**config.mk**
```make
export PLATFORM = sky130hd
export DESIGN_NAME = alu4_arbiter
export DESIGN_NICKNAME = d
export VERILOG_FILES = /design/src/rtl/alu4_arbiter.sv
export SDC_FILE = /design/constraint.sdc
export NUM_CORES = 1
export LEC_CHECK = 0
export ABC_AREA = 1
export BUFFER_PORTS_ARGS = -buffer_cell sky130_fd_sc_hd__buf_2
export CAP_MARGIN = 20
export CORE_ASPECT_RATIO = 2
export CORE_UTILIZATION = 40
export DETAILED_ROUTE_END_ITERATION = 10
export GPL_TIMING_DRIVEN = 0
export HOLD_SLACK_MARGIN = 0.02
export PLACE_DENSITY = 0.68
export SLEW_MARGIN = 30
export SYNTH_ARGS = -nofsm -noshare
export SYNTH_HDL_FRONTEND = slang
export SYNTH_SLANG_ARGS = --single-unit
```
**constraint.sdc**
```tcl
create_clock -name clk -period 4.8 [get_ports clk]
set_input_delay 0.24 -clock clk [delete_from_list [all_inputs] [get_ports clk]]
set_output_delay 0.24 -clock clk [all_outputs]
set_load 0.05 [all_outputs]
```
**src/rtl/alu4_arbiter.sv**
```systemverilog
`default_nettype none
// ============================================================================
// Module   : alu4_arbiter
// Purpose  : Round-robin arbiter/sequencer sharing one 4-bit ALU among four
//            requesters; latches operands, waits EXEC_CYCLES, returns result.
// Revision : 1.0 - initial release
// ============================================================================
module alu4_arbiter #(
  parameter int unsigned EXEC_CYCLES = 1
) (
  input  logic        clk,
  input  logic        reset_n,
  input  logic [3:0]  req,
  input  logic [11:0] op_in,
  input  logic [15:0] a_in,
  input  logic [15:0] b_in,
  input  logic [3:0]  alu_y,
  input  logic [3:0]  alu_flags,
  output logic [2:0]  alu_op,
  output logic [3:0]  alu_a,
  output logic [3:0]  alu_b,
  output logic [3:0]  grant,
  output logic [3:0]  done,
  output logic [3:0]  result,
  output logic [3:0]  flags,
  output logic        busy
);

  localparam logic [3:0] CNT_INIT = 4'(EXEC_CYCLES - 1);

  typedef enum logic [1:0] {
    S_IDLE = 2'd0,
    S_EXEC = 2'd1,
    S_DONE = 2'd2
  } state_t;

  state_t      state_q, state_d;
  logic [1:0]  ptr_q, ptr_d;
  logic [3:0]  cnt_q, cnt_d;
  logic [3:0]  grant_q, grant_d;
  logic [3:0]  done_q, done_d;
  logic [2:0]  op_q, op_d;
  logic [3:0]  a_q, a_d;
  logic [3:0]  b_q, b_d;
  logic [3:0]  res_q, res_d;
  logic [3:0]  flg_q, flg_d;

  logic        win_vld;
  logic [1:0]  win_idx;

  // Search ptr, ptr+1, ... ; iterating downward lets the nearest hit win.
  always_comb begin
    win_vld = 1'b0;
    win_idx = ptr_q;
    for (int k = 3; k >= 0; k--) begin
      if (req[ptr_q + 2'(k)]) begin
        win_vld = 1'b1;
        win_idx = ptr_q + 2'(k);
      end
    end
  end

  always_comb begin
    state_d = state_q;
    ptr_d   = ptr_q;
    cnt_d   = cnt_q;
    grant_d = grant_q;
    done_d  = done_q;
    op_d    = op_q;
    a_d     = a_q;
    b_d     = b_q;
    res_d   = res_q;
    flg_d   = flg_q;
    case (state_q)
      S_IDLE: begin
        if (win_vld) begin
          grant_d = 4'b0001 << win_idx;
          op_d    = op_in[int'(win_idx) * 3 +: 3];
          a_d     = a_in[int'(win_idx) * 4 +: 4];
          b_d     = b_in[int'(win_idx) * 4 +: 4];
          cnt_d   = CNT_INIT;
          ptr_d   = win_idx + 2'd1;
          state_d = S_EXEC;
        end
      end
      S_EXEC: begin
        if (cnt_q == 4'd0) begin
          res_d   = alu_y;
          flg_d   = alu_flags;
          done_d  = grant_q;
          state_d = S_DONE;
        end else begin
          cnt_d = cnt_q - 4'd1;
        end
      end
      S_DONE: begin
        done_d  = 4'b0000;
        grant_d = 4'b0000;
        state_d = S_IDLE;
      end
      default: state_d = S_IDLE;
    endcase
  end

  always_ff @(posedge clk or negedge reset_n) begin
    if (!reset_n) begin
      state_q <= S_IDLE;
      ptr_q   <= 2'd0;
      cnt_q   <= 4'd0;
      grant_q <= 4'd0;
      done_q  <= 4'd0;
      op_q    <= 3'd0;
      a_q     <= 4'd0;
      b_q     <= 4'd0;
      res_q   <= 4'd0;
      flg_q   <= 4'd0;
    end else begin
      state_q <= state_d;
      ptr_q   <= ptr_d;
      cnt_q   <= cnt_d;
      grant_q <= grant_d;
      done_q  <= done_d;
      op_q    <= op_d;
      a_q     <= a_d;
      b_q     <= b_d;
      res_q   <= res_d;
      flg_q   <= flg_d;
    end
  end

  assign alu_op = op_q;
  assign alu_a  = a_q;
  assign alu_b  = b_q;
  assign grant  = grant_q;
  assign done   = done_q;
  assign result = res_q;
  assign flags  = flg_q;
  assign busy   = (state_q == S_EXEC) || (state_q == S_DONE);

endmodule
`default_nettype wire
```
==> flow_metrics.tcl, run 1 <==
set metrics [dict create \
    crit_family "simple AND/OR/NAND/NOR gates" \
    hold_viol_final 0 \
    path_class "reg -> reg" \
    syn-mean-instance-area_sq_um 7.29 \
    cts_buffers 5 \
    portBuffers 85 \
    rsz0062_at_grt "false" \
    top_usage_layer "met2" \
    clk_pin_slew_ns 0.07 \
    vias_per_cell 5.08 \
    seq_area_frac_synth_pct 40.9 \
    maxSlewHeadroom_pct 47.7 \
    postLayoutCellArea_sq_um 2720 \
    synth_top_area_share_pct 40.9 \
    synth_top_area_cell "dfrtp_1" \
    placed_area_sq_um 2640 \
    clock_latency_ns 0.28 \
    critPathBufInv 4 \
    dpl.hpwl_mm 4.46 \
    gr-usage-met2_pct 40.6 \
    grt_first_pass_wirelength_mm 9.08 \
    clock_skew_ns 0.00684 \
    crit_fanout 10 \
    drt_pass1_iterations 4 \
    grt_max_degree 36 \
    timing.hold.worst.class "in -> async" \
    synth_cell_types 20 \
    area_growth_pct 27.0 \
    maxCapViolCount 0 \
    synth.most_common_cell "nand2_1" \
    crit_required_ns 5.00 \
    drcViolationCount 0 \
    finalSetupTns_ns 0 \
    maxSlewViolCount 0 \
    synth_area_leaders "dfrtp_1, nand2_1, nand3_1" \
    crit_arrival_ns 2.42 \
    antenna_cells 0 \
    cp-start-kind "flip-flop" \
    cpMostUsedCell "inv_1" \
    cts_resized 0 \
    synth_common_cells "nand2_1, nand3_1, dfrtp_1" \
    track_usage_pct 21.8 \
    antenna_found_initial 0 \
    clkSinkCount 35 \
    setup_viol 0 \
    fmax_mhz 451 \
    synth_edf_count 0 \
    clock_path_buffers 2 \
    period_minus_slack_ns 2.22 \
    cpPeakStageDelay_ns 0.39 \
    start_util_pct 41.7 \
    endpoint_kind "flip-flop" \
    postCtsHoldBufs 0 \
    cts_tree "built" \
    status "finished clean" \
    use_met1_pct 22.1 \
    postCtsSetupBuffers 0 \
    htreeDepth 2 \
    ys_warn_count 0 \
    grt_pass1_vias 2136 \
    tightest_slew_ns 0.785 \
    syn_inst 294 \
    fp.dieW_um 53.7 \
    grt-ovfl-total 0 \
    vias 2259 \
    worst_path_max_delay_cell "dfrtp_1" \
    drt_iter0_markers 70 \
    synth_nets 362 \
    std_cell_rows 37 \
    ys_ff_latch 35 \
    ios 86 \
    coreArea_sq_um 5140 \
    wirelength_mm 5.75 \
    fp.dieH_um 105 \
    synth_area_sq_um 2140 \
    synthArstFlopShare_pct 100 \
    wl_per_cell_um 12.9 \
    die_area_sq_um 5670 \
    nets 454 \
    crit_chain "inv_1 > ha_1 > inv_1 > nor2_2 > inv_2 > o21ai_0 > inv_1 > nand2_1 > nor2_1 > xnor2_1 > a21oi_1" \
    drive_gt1_share_pct 29.2 \
    gp_congestion 0.838 \
    cts_root_buf "clkbuf_8" \
    ant_nets 0 \
    fin_crit_sh_pct 46.2 \
    synthFlopType "dfrtp_1" \
    grt.met3_usage_pct 2.60 \
]
[cells by family after synthesis]
| group | Yosys count | share of synthesized area (%) |
|---|---|---|
| AOI/OAI and AO/OA | 21 | 5.37 |
| adders and majority gates | 10 | 5.84 |
| xor gates and xnor gates | 2 | 0.818 |
| and+or+nand+nor | 186 | 38.2 |
| buffers and inverters | 40 | 8.88 |
| DFF | 35 | 40.9 |
[state kept, by name (all words and copies together) (netlist names)]
name     flops
alu_a        4
alu_b        4
cnt_q        4
done         4
flags        4
grant        4
result       4
alu_op       3
ptr_q        2
state_q      2
[final timing paths]
kind	startpoint	to	slack (ns)	cells after the start
setup / recovery	state_q[1]	cnt_q[3]	2.58	11
min in group clk	alu_y[0]	result[0]	0.16	3
hold reg to reg	result[1]	result[1]	0.47	2
hold / removal	reset_n	alu_op[0]	0.04	1
setup reg to reg	state_q[1]	cnt_q[3]	2.58	11
max in group asynchronous	reset_n	flags[0]	4.26	1
[area by class of cell]
cell class | instances | area, sq um
buffer | 11 | 81.3
inverter | 29 | 109
clock inverter | 1 | 5.00
multi-input combinational | 219 | 1080
clock buffer | 7 | 76.3
sequential | 35 | 876
timing repair buffer | 85 | 425
tap | 58 | 72.6
fill | 541 | 2420
[per-stage QoR]
| stage | instances | util (%) | hold WS [ns] | worst slack [ns] |
|---|---|---|---|---|
| after floorplan | 294 | - | -0.0556 | 2.98 |
| final | 445 | 53.0 | 0.0436 | 2.58 |
| after detailed placement | 437 | 51.4 | 0.372 | 2.61 |
| after CTS | 445 | 53.0 | 0.0701 | 2.59 |
| after global placement | 437 | 51.4 | 0.369 | 2.65 |
| after global routing | 445 | 53.0 | 0.107 | 2.31 |
[per-layer routing]
layer | routed length (um) | share of wire, %
met5 | 0 | 0
met4 | 131 | 2.3
met3 | 243 | 4.2
met2 | 3320 | 58
met1 | 2050 | 36
[cells in the final DEF, fill, tap and decap left out, types with 3 or more instances in the layout]
cell type / instances
dfrtp_1: 35
buf_2: 90
buf_6: 3
clkbuf_8: 5
nor2_1: 6
ha_1: 10
buf_4: 3
o21ai_0: 11
o22ai_1: 4
nand2_1: 107
nand3_1: 67
inv_1: 24
inv_2: 5
Power of run 1 is left out: the tool's default activity adds up to more than one toggle a clock period on the data nets, which glitch-free logic cannot reach.
==> run 2: changes to the inputs <==
--- a/config.mk
+++ b/config.mk
@@ -13,7 +13,7 @@
 export DETAILED_ROUTE_END_ITERATION = 10
 export GPL_TIMING_DRIVEN = 0
 export HOLD_SLACK_MARGIN = 0.02
-export PLACE_DENSITY = 0.68
+export PLACE_DENSITY = 0.71
 export SLEW_MARGIN = 30
 export SYNTH_ARGS = -nofsm -noshare
 export SYNTH_HDL_FRONTEND = slang
==> constraint.sdc (replaced) <==
create_clock -name clk -period 1.9 [get_ports clk]
set_input_delay 0.095 -clock clk [delete_from_list [all_inputs] [get_ports clk]]
set_output_delay 0.095 -clock clk [all_outputs]
set_load 0.05 [all_outputs]
==> flow_metrics.tcl, run 2 (same netlist as run 1, synthesis figures left out) <==
set metrics [dict create \
    die_area_sq_um 5670 \
    fmax_mhz 528 \
    wl_per_cell_um 13.8 \
    critPathBufInv 3 \
    dpl.hpwl_mm 4.43 \
    reg2reg_to "grant[2]" \
    fp.dieH_um 105 \
    nets 481 \
    tightest_slew_ns 0.759 \
    worst_path_max_delay_cell "dfrtp_1" \
    clock_skew_ns 0.00531 \
    maxSlewHeadroom_pct 49.4 \
    area_growth_pct 51.9 \
    n_fill_cell 455 \
    cts_buffers 5 \
    crit_required_ns 2.05 \
    period_minus_slack_ns 1.89 \
    gp_congestion 0.805 \
    hold_viol_final 0 \
    grt_first_pass_wirelength_mm 9.13 \
    placed_area_sq_um 2640 \
    timing.hold.worst.class "in -> reg" \
    clock_path_buffers 2 \
    final_common_cell "buf_2" \
    wirelength_mm 6.52 \
    start_util_pct 41.7 \
    crit_fanout 7 \
    ant_nets 0 \
    drive_gt1_share_pct 44.0 \
    grt_max_degree 36 \
    cpMostUsedCell "nand2_2" \
    worst-path-stages 14 \
    fp.dieW_um 53.7 \
    endpoint_kind "flip-flop" \
    drt_pass1_iterations 4 \
    antenna_found_initial 0 \
    crit_family "simple AND/OR/NAND/NOR gates" \
    cts_root_buf "clkbuf_8" \
    crit_start "ptr_q[0]" \
    portBuffers 85 \
    htreeDepth 2 \
    crit_arrival_ns 2.04 \
    regArea_sq_um 877 \
    coreArea_sq_um 5140 \
    cts_tree "built" \
    multi_input_area_sq_um 1290 \
    vias 2419 \
    r2r_setup_slack_ns 0.005 \
    cpPeakStageDelay_ns 0.42 \
    track_usage_pct 22.0 \
    drt_iter0_markers 87 \
    clk_pin_slew_ns 0.07 \
    std_cell_rows 37 \
    maxSlewViolCount 0 \
    clkSinkCount 35 \
    r2r-start "ptr_q[0]" \
    setup_viol 0 \
    path_class "reg -> reg" \
    fin_crit_sh_pct 99.7 \
    postLayoutCellArea_sq_um 3250 \
    final_cell_mix "buf_2, nand2_1, nand3_1, dfrtp_1, nand2_2" \
    ios 86 \
    clock_latency_ns 0.28 \
    crit_chain "inv_2 > nand2_1 > nand2_2 > nand2_2 > nand2_2 > nand2_2 > nand2_4 > nand3_4 > nand2_8 > buf_8 > inv_2 > ha_2 > nand3_2 > o21ai_1" \
    antenna_cells 0 \
    status "finished clean" \
    worstRegToRegCells 14 \
    rsz0062_at_grt "true" \
    grt_pass1_vias 2143 \
    drcViolationCount 0 \
    maxCapViolCount 0 \
    cp-start-kind "flip-flop" \
    critPathCapture "grant[2]" \
    vias_per_cell 5.13 \
    grt-ovfl-total 0 \
]
## run 2: cell count changes in the layout (fill, tap and decap cells not counted), sizes merged
cell	change
buf	+17
clkbuf	+2
clkinv	-1
dlygate4sd3	+9
## run 2: worst min path at each step
stage / start / end / slack (ns) / depth (start not counted)
after floorplan: reset_n / alu_a[0] / -0.20 / 0
after global placement: reset_n / result[3] / 0.21 / 1
after detailed placement: reset_n / result[3] / 0.21 / 1
after CTS: a_in[14] / alu_a[2] / 0.13 / 5
after global routing: a_in[14] / alu_a[2] / 0.14 / 5
final: a_in[14] / alu_a[2] / 0.14 / 5
## run 2: metal layers
layer / track usage, % / vias to the layer above / part of all wire, % / wire length, um
li1: - / 1190 / - / -
met4: 8.08 / 0 / 2.5 / 163
met3: 2.74 / 18 / 4.1 / 267
met5: 0 / - / 0 / 0
met2: 43.0 / 86 / 57 / 3740
met1: 21.0 / 1125 / 36 / 2350
## run 2: repair_timing
item | in CTS | in global routing
gates cloned | 0 | 3
endpoints found under the setup margin | 14 | 20
hold buffers | 9 | 0
endpoints found under the hold margin | 43 | 0
pin swaps | 7 | 24
gates resized for setup | 10 | 76
setup buffers | 9 | 6
## run 2: through the flow
stage | instances | TNS, ns | setup WS [ns] | util (%) | hold slack [ns]
after floorplan | 294 | 0 | 0.0849 | - | -0.201
after global placement | 437 | -1.28 | -0.302 | 51.4 | 0.209
after detailed placement | 437 | -1.49 | -0.312 | 51.4 | 0.211
after CTS | 463 | -0.00948 | -0.00708 | 57.1 | 0.134
after global routing | 472 | -1.31 | -0.122 | 63.3 | 0.145
final | 472 | 0 | 0.00537 | 63.3 | 0.136
## run 2: layout make-up
| type | count | area share [%] |
|---|---|---|
| inverter | 29 | 3.42 |
| clock buffer | 8 | 3.08 |
| buffer | 11 | 3.54 |
| timing repair buffer | 112 | 21.0 |
| tap | 58 | 2.23 |
| sequential | 35 | 27.0 |
| multi-input combinational | 219 | 39.8 |
## run 2: tightest hold or removal path, cell delays in order
cell and delay, ns:
buf_2 0.08, nand2_2 0.05, nand3_2 0.05, nand3_2 0.05
nand2_1 0.06
Power of run 2 is left out for the same reason.
